**src/rtl/add2bit_bist.sv**
```systemverilog
// Built-in self-test engine for the 2-bit ripple adder add2bit.
// Sweeps all 32 {cin, a, b} operand combinations, checks {co, s} against
// a + b + cin, and reports pass/fail, the error count and the first
// failing vector.
module add2bit_bist #(
    parameter int SETTLE_CYCLES = 1
) (
    input  logic       clk,
    input  logic       rst,
    input  logic       start,
    output logic [1:0] dut_a,
    output logic [1:0] dut_b,
    output logic       dut_cin,
    input  logic [1:0] dut_s,
    input  logic       dut_co,
    output logic       busy,
    output logic       done,
    output logic       pass,
    output logic [5:0] err_count,
    output logic [4:0] first_fail_vec,
    output logic       first_fail_valid
);

    typedef enum logic [1:0] {
        IDLE,
        SETTLE,
        CHECK,
        DONE
    } state_t;

    // Settle counter is at least one bit wide, even when it only ever holds 0.
    localparam int CW = (SETTLE_CYCLES > 1) ? $clog2(SETTLE_CYCLES) : 1;
    localparam logic [CW-1:0] SETTLE_LOAD = CW'(SETTLE_CYCLES - 1);

    state_t        state;
    logic [4:0]    vec;
    logic [CW-1:0] settle_cnt;

    logic [2:0]    exp_sum;
    logic [2:0]    got_sum;
    logic          mismatch;
    logic [5:0]    err_next;

    // Operands come straight from the vector register: no path from inputs.
    assign dut_cin = vec[4];
    assign dut_a   = vec[3:2];
    assign dut_b   = vec[1:0];

    // Reference sum for the current vector and comparison with the adder.
    always_comb begin
        exp_sum  = {1'b0, vec[3:2]} + {1'b0, vec[1:0]} + {2'b00, vec[4]};
        got_sum  = {dut_co, dut_s};
        mismatch = (got_sum != exp_sum);
        err_next = err_count + {5'b00000, mismatch};
    end

    // Sweep controller: state, vector, counters and all registered results.
    // NOTE: every register here uses non-blocking assignment so that all of
    // them see the pre-edge values of each other within the same edge.
    always_ff @(posedge clk) begin
        if (rst) begin
            state            <= IDLE;
            vec              <= '0;
            settle_cnt       <= '0;
            busy             <= 1'b0;
            done             <= 1'b0;
            pass             <= 1'b0;
            err_count        <= '0;
            first_fail_vec   <= '0;
            first_fail_valid <= 1'b0;
        end else begin
            case (state)
                IDLE, DONE: begin
                    if (start) begin
                        state            <= SETTLE;
                        settle_cnt       <= SETTLE_LOAD;
                        vec              <= '0;
                        busy             <= 1'b1;
                        done             <= 1'b0;
                        pass             <= 1'b0;
                        err_count        <= '0;
                        first_fail_vec   <= '0;
                        first_fail_valid <= 1'b0;
                    end
                end
                SETTLE: begin
                    if (settle_cnt == '0) begin
                        state <= CHECK;
                    end else begin
                        settle_cnt <= settle_cnt - 1'b1;
                    end
                end
                CHECK: begin
                    if (mismatch) begin
                        err_count <= err_next;
                        if (!first_fail_valid) begin
                            first_fail_vec   <= vec;
                            first_fail_valid <= 1'b1;
                        end
                    end
                    if (vec == 5'd31) begin
                        state <= DONE;
                        busy  <= 1'b0;
                        done  <= 1'b1;
                        // NOTE: pass uses err_next so a failure on the last
                        // vector is not missed by the one-edge-late err_count.
                        pass  <= (err_next == 6'd0);
                    end else begin
                        vec        <= vec + 5'd1;
                        settle_cnt <= SETTLE_LOAD;
                        state      <= SETTLE;
                    end
                end
                default: state <= IDLE;
            endcase
        end
    end

endmodule

```
**config.mk**
```make
export PLATFORM = sky130hd
export DESIGN_NAME = add2bit_bist
export DESIGN_NICKNAME = d
export VERILOG_FILES = /design/src/rtl/add2bit_bist.sv
export SDC_FILE = /design/constraint.sdc
export NUM_CORES = 1
export LEC_CHECK = 0
export CORE_MARGIN = 2
export CORE_UTILIZATION = 55
export CTS_CLUSTER_DIAMETER = 30
export DETAILED_ROUTE_END_ITERATION = 12
export DONT_BUFFER_PORTS = 1
export GPL_TIMING_DRIVEN = 0
export HOLD_SLACK_MARGIN = 0.02
export PLACE_DENSITY = 0.71
export SYNTH_ARGS = -nofsm -noshare
export SYNTH_HDL_FRONTEND = slang
export SYNTH_SLANG_ARGS = --single-unit
```
**constraint.sdc**
```tcl
create_clock -name clk -period 3.1 [get_ports clk]
set_clock_uncertainty 0.05 [all_clocks]
set_input_delay 0.31 -clock clk [delete_from_list [all_inputs] [get_ports clk]]
set_output_delay 0.31 -clock clk [all_outputs]
set_load 0.05 [all_outputs]
```
Word level (Yosys, flattened, before mapping)
Cells that the tools add are included.
W data, S select, Z words.
{ "word_totals": {"reg_bits": 23, "latch_bits": 0, "ramBits": 0, "mem_bits_ro": 0, "input_bits": 6, "output_inout_bits": 20, "wordCells": 61, "memories": 0} }
{ "op_classes": {"addsub": 5, "n_mul": 0, "div_mod_pow": 0, "n_lt_le_gt_ge": 0, "n_eq_ne": 11, "shifts": 0, "muxes": 26, "n_bitwise": 0, "reduce_logical": 10} }
{ "op_table": {"columns": ["op", "n"], "rows": [
  ["$mux W5", 4],
  ["$pmux W5 S2", 2],
  ["$mux W6", 2],
  ["$ne A2 B2 Y1 const B", 6],
  ["$pmux W6 S2", 1],
  ["$reduce_and A3 Y1", 3],
  ["$mux W1", 8],
  ["$pmux W1 S2", 4],
  ["$add A6 B1 Y6", 1],
  ["$logic_not A6 Y1", 1],
  ["$mux W2", 3],
  ["$pmux W2 S3", 1],
  ["$add A5 B1 Y5 const B", 1],
  ["$eq A5 B5 Y1 const B", 1],
  ["$eq A2 B2 Y1 const B", 2],
  ["$reduce_and A2 Y1", 2],
  ["$reduce_and A4 Y1", 1],
  ["$add A2 B2 Y3", 1],
  ["$add A3 B1 Y3", 1],
  ["$ne A3 B3 Y1", 1],
  ["$pmux W1 S3", 1],
  ["$eq A2 B1 Y1 const B", 1],
  ["$logic_not A2 Y1", 1],
  ["$reduce_bool A2 Y1", 1],
  ["2 further kinds", 2]
]} }

Longest topological paths before layout
{ "depth": {"depth_word": 7, "depth_mapped": 12} }

Least setup slack after synthesis
No wires, ideal clock.
{ "synth_path": {"path_type": "register -> register", "startpoint": "reg vec[0]", "endpoint": "reg pass", "arrival_ns": 3.220, "slack_ns": -0.229, "path_stages_with_launch": 12, "path_buffers": 1, "path_cell_list": "dfxtp_1 > fa_1 > inv_1 > fa_1 > xnor2_1 > or3_1 > buf_6 > ha_1 > ha_1 > or3_1 > nor4_1 > a31o_1"} }
{ "synth_between": {"elab_chain_len": 7} }
{ "synth_lines": {"columns": ["item", "line", "source"], "rows": [
  ["start, declared", "36", "logic [4:0] vec;"],
  ["start signal, assigned", "109", "vec <= vec + 5'd1;"],
  ["$add A2 B2 Y3", "51", "exp_sum = {1'b0, vec[3:2]} + {1'b0, vec[1:0]} + {2'b00, vec[4]};"],
  ["$add A3 B1 Y3", "51", null],
  ["$ne A3 B3 Y1", "53", "mismatch = (got_sum != exp_sum);"],
  ["$add A6 B1 Y6", "54", "err_next = err_count + {5'b00000, mismatch};"],
  ["$logic_not A6 Y1", "107", "pass <= (err_next == 6'd0);"],
  ["$mux W1", "101", "if (vec == 5'd31) begin"],
  ["$pmux W1 S2", "72", "case (state)"],
  ["end signal, assigned", "107", null],
  ["end, declared", "18", "output logic pass,"]
]} }
Several ways; a longest one is shown, not always the timed one. The select of a mux whose other input is x is not followed.
A chain may end at the register's enable or synchronous reset.

Final worst setup path
{ "layout_path": {"startpoint": "reg vec[2]", "endpoint": "reg pass"} }
The elaborated chain is that of the path after synthesis.

==> flow_summary.yaml <==
global_routing:
  grt_pass1_wl_um: 4470
  antenna_found_initial: 0
  grt_use_total: 0.227
  grt_pass1_vias: 1035
  grt_max_degree: 14
  overflow: 0
pwr:
  pwr-share-seq: 0.487
  leakage_nw: 0.524
  finalPower_uw: 663
  p_sw_frac: 0.297
  intPower_uw: 466
  p_switching_uw: 197
  peakVddDrop_uv: 290
  comb_power_share: 0.186
  clock_power_share: 0.327
  power-per-cell-area_nw_per_um2: 459
worst_setup_path:
  cp_cell_sequence: "fa_2, inv_2, fa_1, xnor2_2, or3_4, ha_4, ha_4, nor3_4, a31oi_2, nor4_4, a31o_1"
  cp.depth: 11
  r2r.worst_path.cells: 11
  cp-end-kind: "flip-flop"
  critPathKind: "reg -> reg"
  crit_path_top_delay_cell: "dfxtp_4"
  cp.arrival_ns: 3.20
  cp.buffers_inverters: 1
  cp_top_family: "adder cells"
  worstPathRequired_ns: 3.31
  worst_path_most_repeated_cell: "ha_4"
  start_kind: "flip-flop"
  cp_max_fo: 6
  cpPeakStageDelay_ns: 0.44
floorplanning:
  rows: 17
  start_util: 0.565
  fp.dieW_um: 51.0
  die_height_um: 51.0
  core-area_um2: 2150
  io_pins: 26
  die_area_um2: 2600
yosys:
  synthXorXnorAreaFrac: 0.0649
  synth-simple-area-share: 0.191
  yosysMostFrequentCell: "dfxtp_1"
  yosys_warnings: 0
  synth_area_per_cell_um2: 9.13
  yosysTopAreaCellShare: 0.363
  ys.flop_type: "dfxtp_1"
  syn_inst: 133
  ys_types: 36
  synthArstFlopShare: 0
  synthMuxAreaShare: 0
  yosys.area.top_type: "dfxtp_1"
  netlist_area_um2: 1210
  synthAdderAreaFrac: 0.105
  synth_area_leaders: "dfxtp_1 36%, ha_1 7.2%, a22o_1 5.8%"
  synth_compound_gate_area_share: 0.227
  ys_ff_latch: 22
  synth_edf_count: 0
  syn_nets: 148
  yosysSeqAreaShare: 0.363
  synth_top_family_by_area: "compound AO/OA/AOI/OAI gates"
  synth_common_cells: "22 x dfxtp_1, 10 x a21oi_1, 10 x nand2_1"
place:
  dpl_cell_area_um2: 1260
  port_buffers: 0
  dp_slack_ns: -0.203
  dp_hpwl_um: 1880
  gp_congestion: 0.768
  dp.cells: 161
clock_tree:
  cts_sinks: 22
  root_buffer: "clkbuf_4"
  h-tree-depth: 1
  cts_buffer_depth: 2
  cts_tree: "done"
  cts_made_buffers: 3
  clock_latency_ns: 0.30
  path_clk_slew_ns: 0.13
run_status:
  outcome: "completed"
sta:
  fin_hold_ws_ns: 0.115
  finalCriticalPeriod_ns: 2.99
  final.period_utilization: 0.963
  rsz0062_at_grt: "yes"
  worstMarginPinSlew_ns: 0.902
  max_freq_ghz: 0.335
  finalSetupViolCount: 0
  hold_viol_final: 0
  slew_headroom: 0.398
  maxSlewViolCount: 0
  fin_ws_ns: 0.113
detailed_routing:
  drc: 0
  dr.first_iter.drc_count: 25
  antenna_left: 0
  vias: 1017
  routedWlPerCell_um: 17.1
  firstDrtPassIters: 5
  routed_via_density: 6.09
  routed_wirelength_um: 2850
worst_hold_path:
  hold_depth: 2
  hp-class: "in -> reg"
finish:
  drive_above_1_share: 0.245
  antenna_cells: 0
  syn2layout_area_growth_pct: 19.1
  multi_input_area_um2: 828
  regArea_um2: 454
  n_fill_cell: 161
  fin_cells: 167
  finalInstanceArea_um2: 1450
  layout.nets: 155
job:
  max-cap-violations: 0
-- state kept, by name, indices dropped and copies added (netlist names) --
name,cells
state,2
first_fail_valid,1
done,1
busy,1
first_fail_vec,5
err_count,6
pass,1
vec,5
-- stage by stage --
step	utilization	TNS, ns
after floorplan	-	0
after global placement	0.586	-0.171
after detailed placement	0.586	-0.203
after CTS	0.638	-0.141
after global routing	0.673	0
final	0.673	0
-- final cells by class --
type | instances | area share
buffer | 5 | 0.0156
sequential | 22 | 0.314
tap | 28 | 0.0242
inverter | 7 | 0.0182
timing repair buffer | 3 | 0.0182
clock inverter | 1 | 0.0208
multi-input combinational | 98 | 0.573
clock buffer | 3 | 0.0156
-- worst reg2reg max path, delay by kind of cell, from the launching register on --
family,cells,cell delay [ns]
fa+ha+maj,4,1.21
simple gates,3,0.84
flops,1,0.44
compound gates,2,0.20
xor+xnor,1,0.16
buf+inv,1,0.06
-- cells by family after synthesis --
kind of cell	count (synthesis)
compound gates	36
simple gates	44
xor+xnor	9
buf+inv	13
flops	22
fa+ha+maj	9
-- power groups by stage --
| stage | combinational, mW | clock [mW] | sequential, mW |
|---|---|---|---|
| 6_report | 0.123 | 0.217 | 0.323 |
| 5_1_grt | 0.137 | 0.234 | 0.324 |
| 4_1_cts | 0.120 | 0.221 | 0.322 |
| 3_5_place_dp | 0.113 | 0 | 0.329 |
| 3_3_place_gp | 0.111 | 0 | 0.328 |
| 2_1_floorplan | 0.0919 | 0 | 0.326 |
-- placed cells by master (no fill, tap or decap), types with 2 or more instances in the layout --
cell,n
a21o_1,3
nor3_1,3
buf_4,2
ha_1,5
inv_1,6
dfxtp_4,3
a22o_1,8
and3_1,2
nand4_1,4
a21oi_1,10
a31oi_1,2
nand3_1,4
clkbuf_4,3
and3_4,2
buf_2,3
xnor2_1,5
clkbuf_1,2
nand2_1,10
or3_4,2
nor2_1,7
nand2b_1,3
ha_4,2
dfxtp_2,2
dfxtp_1,17
nor2b_1,4
xor2_1,3
-- layer usage --
metal  vias to the layer above  part of all wire  GRT usage
li1                        494                 -          -
met4                         0             0.018      0.122
met3                         6             0.034     0.0497
met2                        19              0.51      0.377
met5                         -                 0          0
met1                       498              0.44      0.274
-- timing repair --
item                                    CTS  global route
hold buffers                              0             0
pin swaps                                 7             9
buffers inserted                          3             0
endpoints found under the setup margin    1             2
gates resized for setup                   8            14
-- worst paths after layout --
kind | from | endpoint | slack, ns
worst max-delay path | vec[2] | pass | 0.11
worst min-delay path | start | state[1] | 0.11
worst max register to register | vec[2] | pass | 0.11
worst min register to register | state[0] | state[0] | 0.51
Note: power is estimated with default switching activity, not from simulation.
